**src/rtl/mini_cpu_pkg.sv**
```systemverilog
// Shared definitions for the mini CPU: instruction width, opcodes and the
// instr_capture FSM state encoding.
package mini_cpu_pkg;

    localparam int unsigned INSTR_W = 18;

    localparam logic [2:0] OP_LOAD  = 3'b000;
    localparam logic [2:0] OP_ADD   = 3'b001;
    localparam logic [2:0] OP_ADDI  = 3'b010;
    localparam logic [2:0] OP_SUB   = 3'b011;
    localparam logic [2:0] OP_SUBI  = 3'b100;
    localparam logic [2:0] OP_MUL   = 3'b101;
    localparam logic [2:0] OP_CLEAR = 3'b110;

    typedef enum logic [2:0] {
        CAP_OFF      = 3'd0,
        CAP_IDLE     = 3'd1,
        CAP_DB_PRESS = 3'd2,
        CAP_ISSUE    = 3'd3,
        CAP_WAIT_REL = 3'd4,
        CAP_DB_REL   = 3'd5
    } cap_state_e;

endpackage

```
**src/rtl/btn_debounce.sv**
```systemverilog
// Two-flop synchroniser for a raw push-button plus a stable-sample counter
// that qualifies the level requested by the owning FSM.
module btn_debounce #(
    parameter int unsigned DEBOUNCE_CYCLES = 500000,
    parameter bit          ACTIVE_LOW      = 1'b1
) (
    input  logic clk,
    input  logic rst_n,
    input  logic raw,
    input  logic qual_en,
    input  logic qual_lvl,
    input  logic restart,
    output logic btn_c,
    output logic stable_c
);

    localparam int unsigned CLOG_W = $clog2(DEBOUNCE_CYCLES);
    localparam int unsigned CNT_W  = (CLOG_W > 20) ? CLOG_W : 20;
    localparam logic [CNT_W-1:0] CNT_MAX = CNT_W'(DEBOUNCE_CYCLES - 1);

    logic [1:0]       sync_q;
    logic [CNT_W-1:0] cnt_q;

    // Synchroniser resets to the released level so btn starts inactive
    always_ff @(posedge clk or negedge rst_n) begin
        if (!rst_n) begin
            sync_q <= {2{ACTIVE_LOW}};
        end else begin
            sync_q <= {sync_q[0], raw};
        end
    end

    assign btn_c = sync_q[1] ^ ACTIVE_LOW;

    // Any state change or disagreeing sample restarts the stability window
    always_ff @(posedge clk or negedge rst_n) begin
        if (!rst_n) begin
            cnt_q <= '0;
        end else if (restart || !qual_en || (btn_c != qual_lvl)) begin
            cnt_q <= '0;
        end else if (cnt_q != CNT_MAX) begin
            cnt_q <= cnt_q + CNT_W'(1);
        end
    end

    assign stable_c = qual_en && (btn_c == qual_lvl) && (cnt_q == CNT_MAX);

endmodule

```
**src/rtl/instr_capture.sv**
```systemverilog
// Debounced one-shot instruction capture in front of the control unit.
// Optional issued-instruction counter enabled by INSTR_CAPTURE_COUNT_EN.
module instr_capture #(
    parameter int unsigned INSTR_W         = mini_cpu_pkg::INSTR_W,
    parameter int unsigned DEBOUNCE_CYCLES = 500000,
    parameter bit          BTN_ACTIVE_LOW  = 1'b1
) (
    input  logic               clk,
    input  logic               rst_n,
    input  logic [INSTR_W-1:0] sw,
    input  logic               ligar,
    input  logic               enviar,
    output logic [INSTR_W-1:0] instr,
    output logic               instr_valid,
    output logic               busy,
    output logic               ligado,
    output logic [7:0]         instr_count
);
    import mini_cpu_pkg::*;

    cap_state_e   state_q, state_d;
    logic [1:0]   ligar_sync_q;
    logic         btn_c, stable_c, qual_en_c, qual_lvl_c, restart_c;

    always_ff @(posedge clk or negedge rst_n) begin
        if (!rst_n) begin
            ligar_sync_q <= 2'b00;
        end else begin
            ligar_sync_q <= {ligar_sync_q[0], ligar};
        end
    end

    assign ligado = ligar_sync_q[1];

    assign qual_en_c  = (state_q == CAP_DB_PRESS) || (state_q == CAP_DB_REL);
    assign qual_lvl_c = (state_q == CAP_DB_PRESS);
    assign restart_c  = (state_d != state_q);

    btn_debounce #(
        .DEBOUNCE_CYCLES (DEBOUNCE_CYCLES),
        .ACTIVE_LOW      (BTN_ACTIVE_LOW)
    ) u_enviar_db (
        .clk      (clk),
        .rst_n    (rst_n),
        .raw      (enviar),
        .qual_en  (qual_en_c),
        .qual_lvl (qual_lvl_c),
        .restart  (restart_c),
        .btn_c    (btn_c),
        .stable_c (stable_c)
    );

    always_ff @(posedge clk or negedge rst_n) begin
        if (!rst_n) begin
            state_q <= CAP_OFF;
        end else begin
            state_q <= state_d;
        end
    end

    // Power loss overrides every transition
    always_comb begin
        state_d = state_q;
        case (state_q)
            CAP_OFF:      if (ligado) state_d = CAP_IDLE;
            CAP_IDLE:     if (btn_c) state_d = CAP_DB_PRESS;
            CAP_DB_PRESS: begin
                if (!btn_c)        state_d = CAP_IDLE;
                else if (stable_c) state_d = CAP_ISSUE;
            end
            CAP_ISSUE:    state_d = CAP_WAIT_REL;
            CAP_WAIT_REL: if (!btn_c) state_d = CAP_DB_REL;
            CAP_DB_REL: begin
                if (btn_c)         state_d = CAP_WAIT_REL;
                else if (stable_c) state_d = CAP_IDLE;
            end
            default:      state_d = CAP_OFF;
        endcase
        if (!ligado) state_d = CAP_OFF;
    end

    // Outputs registered from next state so instr and instr_valid land together
    always_ff @(posedge clk or negedge rst_n) begin
        if (!rst_n) begin
            instr       <= '0;
            instr_valid <= 1'b0;
            busy        <= 1'b0;
        end else begin
            instr_valid <= (state_d == CAP_ISSUE);
            busy        <= (state_d != CAP_OFF) && (state_d != CAP_IDLE);
            if (state_d == CAP_ISSUE) begin
                instr <= sw;
            end else if (state_d == CAP_OFF) begin
                instr <= '0;
            end
        end
    end

`ifdef INSTR_CAPTURE_COUNT_EN
    logic [7:0] count_q;

    always_ff @(posedge clk or negedge rst_n) begin
        if (!rst_n) begin
            count_q <= 8'd0;
        end else if (state_d == CAP_ISSUE) begin
            count_q <= count_q + 8'd1;
        end
    end

    assign instr_count = count_q;
`else
    assign instr_count = 8'd0;
`endif

endmodule
```
**config.mk**
```make
export PLATFORM = sky130hd
export DESIGN_NAME = instr_capture
export DESIGN_NICKNAME = d
export VERILOG_FILES = /design/src/rtl/mini_cpu_pkg.sv /design/src/rtl/btn_debounce.sv /design/src/rtl/instr_capture.sv
export SDC_FILE = /design/constraint.sdc
export NUM_CORES = 1
export LEC_CHECK = 0
export ABC_AREA = 1
export BUFFER_PORTS_ARGS = -buffer_cell sky130_fd_sc_hd__buf_2
export CORE_MARGIN = 2
export CORE_UTILIZATION = 60
export CTS_BUF_LIST = sky130_fd_sc_hd__clkbuf_4
export CTS_CLUSTER_SIZE = 28
export DETAILED_ROUTE_END_ITERATION = 8
export GPL_ROUTABILITY_DRIVEN = 1
export PLACE_DENSITY = 0.93
export SKIP_CTS_REPAIR_TIMING = 1
export SLEW_MARGIN = 10
export SYNTH_ARGS = -nofsm -noshare
export SYNTH_HDL_FRONTEND = slang
export SYNTH_SLANG_ARGS = --single-unit
export TNS_END_PERCENT = 50
```
**constraint.sdc**
```tcl
create_clock -name clk -period 4 [get_ports clk]
set_clock_uncertainty 0.1 [all_clocks]
set_input_delay 0 -clock clk [delete_from_list [all_inputs] [get_ports clk]]
set_output_delay 0 -clock clk [all_outputs]
set_load 0.005 [all_outputs]
```
# Word-level counts from Yosys, hierarchy flattened

Index checks and enable logic that the tools add are counted.
W data, S select, Z words.

Add/subtract/negate cells: 1
Equality and inequality tests: 12
Mux-type cells: 12
Bitwise logic cells: 1
Reductions and logical operators: 12

Operators by type and width:

| operator                | number |
|---|---|
| $mux W20                | 2 |
| $mux W18                | 2 |
| $mux W3                 | 7 |
| $add A20 B1 Y20 const B | 1 |
| $eq A20 B19 Y1 const B  | 1 |
| $ne A20 B19 Y1 const B  | 1 |
| $pmux W3 S6             | 1 |
| $eq A3 B2 Y1 const B    | 3 |
| $eq A3 B3 Y1 const B    | 2 |
| $logic_not A3 Y1        | 2 |
| $reduce_bool A2 Y1      | 2 |
| $eq A3 B1 Y1 const B    | 1 |
| $logic_and A1 B1 Y1     | 3 |
| $logic_or A1 B1 Y1      | 3 |
| $ne A3 B1 Y1 const B    | 1 |
| $ne A3 B3 Y1            | 1 |
| $reduce_bool A3 Y1      | 1 |
| $eq A1 B1 Y1            | 1 |
| $logic_not A1 Y1        | 1 |
| $ne A1 B1 Y1            | 1 |
| $not A1 Y1              | 1 |

Register bits: 47
Output and inout port bits: 29
Word-level logic and storage cells: 45

# Logic depth before layout (Yosys ltp)

Depth in word-level cells: 12
Mapped depth: 14

# By module

A second synthesis with hierarchy kept.

Cells, all modules: 343
Area total of the unflattened synthesis: 2723.9 um^2

Modules (own cells, without submodules):

| module        | instances | cells each | area each (um^2) | sequential area each (um^2) |
|---|---|---|---|---|
| instr_capture | 1         | 149        | 1376.3           | 625.6 |
| btn_debounce  | 1         | 194        | 1347.5           | 553.0 |

# Worst setup path before layout

OpenSTA, ideal clock, no wires.

Path kind: flip-flop to flip-flop
Start point: register u_enviar_db.cnt_q[0]
End point: register u_enviar_db.cnt_q[0]
Library setup time: 0.069 ns
Data arrival time: 1.688 ns
Data required time: 3.831 ns
Slack: 2.143 ns
Stages on the path, launching flop included: 15
Cell sequence: dfrtp_1 -> ha_1 -> nand2_2 -> nor2_4 -> nand3_2 -> nor2_2 -> nand3_1 -> nand2_2 -> nand2_4 -> nand2_2 -> nand2_1 -> nor2_2 -> nand3_2 -> buf_6 -> nor2_2

Longest elaborated chain between the ends: 10
Elaborated cells between the ends (all ways): 16

RTL lines:

| item                                           | line                                     | RTL |
|---|---|---|
| from (decl)                                    | btn_debounce.sv:22                       | `logic [CNT_W-1:0] cnt_q;` |
| from (signal assigned)                         | btn_debounce.sv:42                       | `cnt_q <= cnt_q + CNT_W'(1);` |
| $eq A20 B19 Y1                                 | btn_debounce.sv:46                       | `assign stable_c = qual_en && (btn_c == qual_lvl) && (cnt_q == CNT_MAX);` |
| $logic_and A1 B1 Y1                            | btn_debounce.sv:46                       |  |
| $mux W3 (on tied branches)                     | instr_capture.sv:75, instr_capture.sv:69 |  |
| $mux W3 (on tied branches)                     | instr_capture.sv:74, instr_capture.sv:68 |  |
| $pmux W3 S6                                    | instr_capture.sv:64                      | `case (state_q)` |
| $mux W3                                        | instr_capture.sv:79                      | `if (!ligado) state_d = CAP_OFF;` |
| $ne A3 B3 Y1                                   | instr_capture.sv:37                      | `assign restart_c = (state_d != state_q);` |
| $logic_or A1 B1 Y1 (2 in series)               | btn_debounce.sv:39                       | `end else if (restart \|\| !qual_en \|\| (btn_c != qual_lvl)) begin` |
| $mux W20 or $reduce_bool A2 Y1 (tied branches) | --                                       |  |

Parallel ways exist; a longest one is shown, timed or not. The select of a mux whose other input is x is not followed.
A chain may end at the register's enable or synchronous reset.

# Final worst setup path

Start point: register u_enviar_db.cnt_q[0]
End point: register u_enviar_db.cnt_q[7]

Same word-level chain as after synthesis.

==> impl_metrics.tcl <==
set metrics [dict create \
    status "finished clean" \
    multi_input_area_um2 988 \
    ys_types 27 \
    die_w_um 66.3 \
    fin_tns_setup_ns 0 \
    nFillCells 248 \
    ant_nets 0 \
    io_buffers 42 \
    drt_iter0_markers 124 \
    dieArea_um2 4400 \
    rsz0062_at_grt "false" \
    dp.cells 346 \
    worstPathArrival_ns 2.71 \
    synth_cells 262 \
    antenna_found_initial 0 \
    initial_core_util_pct 63.2 \
    grt_max_degree 48 \
    rr_worst_depth 13 \
    hpwl_um 3340 \
    fin_cells 375 \
    viasPerCell 5.19 \
    worstReg2RegEnd "u_enviar_db.cnt_q[7]" \
    leakagePower_nw 1.38 \
    power_frac_comb_pct 11.0 \
    synth_area_um2 2330 \
    numClockSinks 47 \
    final_cell_mix "nand2_1, dfrtp_1, buf_2, nand3_1, nor2_2" \
    fin_crit_ns 2.52 \
    clk-insertion-delay-late_ns 0.38 \
    critPathMaxFanout 20 \
    overflow 0 \
    timing.critical_path.to "u_enviar_db.cnt_q[7]" \
    finalSetupViolCount 0 \
    nNetsFinal 349 \
    hold_start "enviar" \
    switching_share_pct 27.3 \
    placementRows 22 \
    holdPathStages 2 \
    fin_crit_sh_pct 62.9 \
    cts_tree "done" \
    grt_first_pass_wirelength_um 7470 \
    fmax_ghz 0.397 \
    grt_pass1_vias 1702 \
    path_class "reg -> reg" \
    max-cap-violations 0 \
    rrSetupSlack_ns 1.48 \
    ys_ff_latch 47 \
    internal_power_mw 0.606 \
    crit_start "u_enviar_db.cnt_q[0]" \
    critPathCaptureType "flip-flop" \
    holdCritPathClass "in -> reg" \
    powerDensity_nw_per_um2 299 \
    routed_wl_um 5240 \
    drc 0 \
    syn2layout_area_growth_pct 19.7 \
    pwr-share-clk_pct 28.6 \
    critPathRequiredTime_ns 4.19 \
    cts_root_buf "clkbuf_4" \
    drive_above_1_share_pct 26.9 \
    final_common_cell "nand2_1" \
    critPathLaunchType "flip-flop" \
    worst_pin_slew_ns 0.982 \
    firstDrtPassIters 5 \
    antenna_cells 0 \
    power.share.sequential_pct 60.4 \
    drv_slew 0 \
    ir_drop_uv 240 \
    seq_area_um2 1180 \
    h-tree-depth 2 \
    wl_per_cell_um 14.0 \
    core-area_um2 3690 \
    clkTransAtPathRegs_ns 0.16 \
    slew-limit-headroom_pct 34.5 \
    yosys_warnings 0 \
    finalHoldViolCount 0 \
    numCtsBuffers 5 \
    die_h_um 66.3 \
    dr_total_vias 1946 \
    gp_congestion 0.953 \
    p_sw_mw 0.228 \
    power_mw 0.835 \
    syn_avg_cell_area_um2 8.90 \
    clk_path_buf_depth 2 \
    grt_usage_pct 22.8 \
    rr_startpoint "u_enviar_db.cnt_q[0]" \
    pin_count 51 \
    yosysSeqAreaShare_pct 50.5 \
]
[critical path, cell delays in order, from the launching register on]
cell,delay (ns)
dfrtp_1,0.46
ha_1,0.28
nand2_2,0.10
nor2_4,0.13
nand3_2,0.08
nor2_2,0.10
nand3_1,0.10
nand2_2,0.09
nand2_4,0.07
nand2_2,0.06
nand2_1,0.06
nor2_2,0.08
nand3_2,0.47
nor2_2,0.24
[cell usage after synthesis]
cell type | count | area, um^2
a21oi_1 | 1 | 5.00
and3_2 | 1 | 7.51
buf_4 | 9 | 67.6
buf_6 | 4 | 45.0
clkbuf_1 | 1 | 3.75
conb_1 | 1 | 3.75
dfrtp_1 | 45 | 1130
dfstp_2 | 2 | 52.6
ha_1 | 1 | 12.5
inv_1 | 19 | 71.3
inv_2 | 1 | 3.75
nand2_1 | 62 | 233
nand2_2 | 5 | 31.3
nand2_4 | 1 | 11.3
nand3_1 | 30 | 150
nand3_2 | 2 | 20.0
nand3b_1 | 1 | 7.51
nand4_1 | 5 | 31.3
nor2_1 | 19 | 71.3
nor2_2 | 23 | 144
nor2_4 | 2 | 22.5
nor3_1 | 4 | 20.0
nor4_1 | 1 | 6.26
o21ai_0 | 2 | 10.0
o31a_1 | 1 | 8.76
xnor2_1 | 6 | 52.6
xor2_1 | 13 | 114
[per-layer routing]
layer | vias up | part of all wire [%] | routed length (um) | GRT usage (%)
met5 | - | 0 | 0 | 0
met4 | 0 | 2.1 | 111 | 10.5
met3 | 12 | 4.0 | 212 | 4.09
met2 | 53 | 54 | 2820 | 38.3
met1 | 947 | 40 | 2090 | 28.4
li1 | 934 | - | - | -
[power by group through the flow]
stage | Combinational (mW) | Clock [mW] | Sequential [mW]
3_3_place_gp | 0.0708 | 0 | 0.511
2_1_floorplan | 0.0427 | 0 | 0.512
4_1_cts | 0.0743 | 0.237 | 0.503
5_1_grt | 0.102 | 0.262 | 0.506
3_5_place_dp | 0.0736 | 0 | 0.512
6_report | 0.0915 | 0.239 | 0.504
[flip-flops by register name (all words and copies together) (netlist names)]
| register | count |
|---|---|
| u_enviar_db.sync_q | 2 |
| instr | 18 |
| ligar_sync_q | 2 |
| u_enviar_db.cnt_q | 20 |
| instr_valid | 1 |
| busy | 1 |
| state_q | 3 |
[through the flow]
| step | setup WS [ns] | hold slack (ns) | cell area, um^2 | util [%] |
|---|---|---|---|---|
| detailed placement | 1.53 | 0.0107 | 2520 | 68.3 |
| finish | 1.48 | 0.157 | 2790 | 75.7 |
| global placement | 1.69 | 0.00570 | 2520 | 68.3 |
| CTS | 1.49 | -0.408 | 2580 | 70.0 |
| floorplan | 2.14 | -0.396 | 2360 | - |
| global route | 1.25 | 0.136 | 2790 | 75.7 |
[cell families (layout without fill, tap and decap cells)]
kind of cell,count (synthesis),count (layout),share of synthesized area [%]
flops,47,47,50.5
other cells,1,8,0.161
buf+inv,34,92,8.21
compound gates,4,4,1.02
xor+xnor,19,19,7.14
simple gates,156,156,32.4
fa+ha+maj,1,1,0.536
[how the worst min path moves through the flow]
stage,slack (ns),to
after global routing,0.14,u_enviar_db.sync_q[0]
after detailed placement,0.01,u_enviar_db.sync_q[0]
after global placement,0.006,u_enviar_db.sync_q[0]
after floorplan,-0.40,busy
after CTS,-0.41,u_enviar_db.sync_q[0]
final,0.16,u_enviar_db.sync_q[0]
[layout make-up]
class / instances / share of cell area, %
Multi-Input combinational cell: 188 / 35.4
Tap cell: 48 / 2.15
Inverter: 20 / 2.69
Clock buffer: 5 / 1.34
Timing Repair Buffer: 64 / 15.3
Clock inverter: 3 / 0.896
Sequential cell: 47 / 42.2
Note: power is estimated with default switching activity, not from simulation.
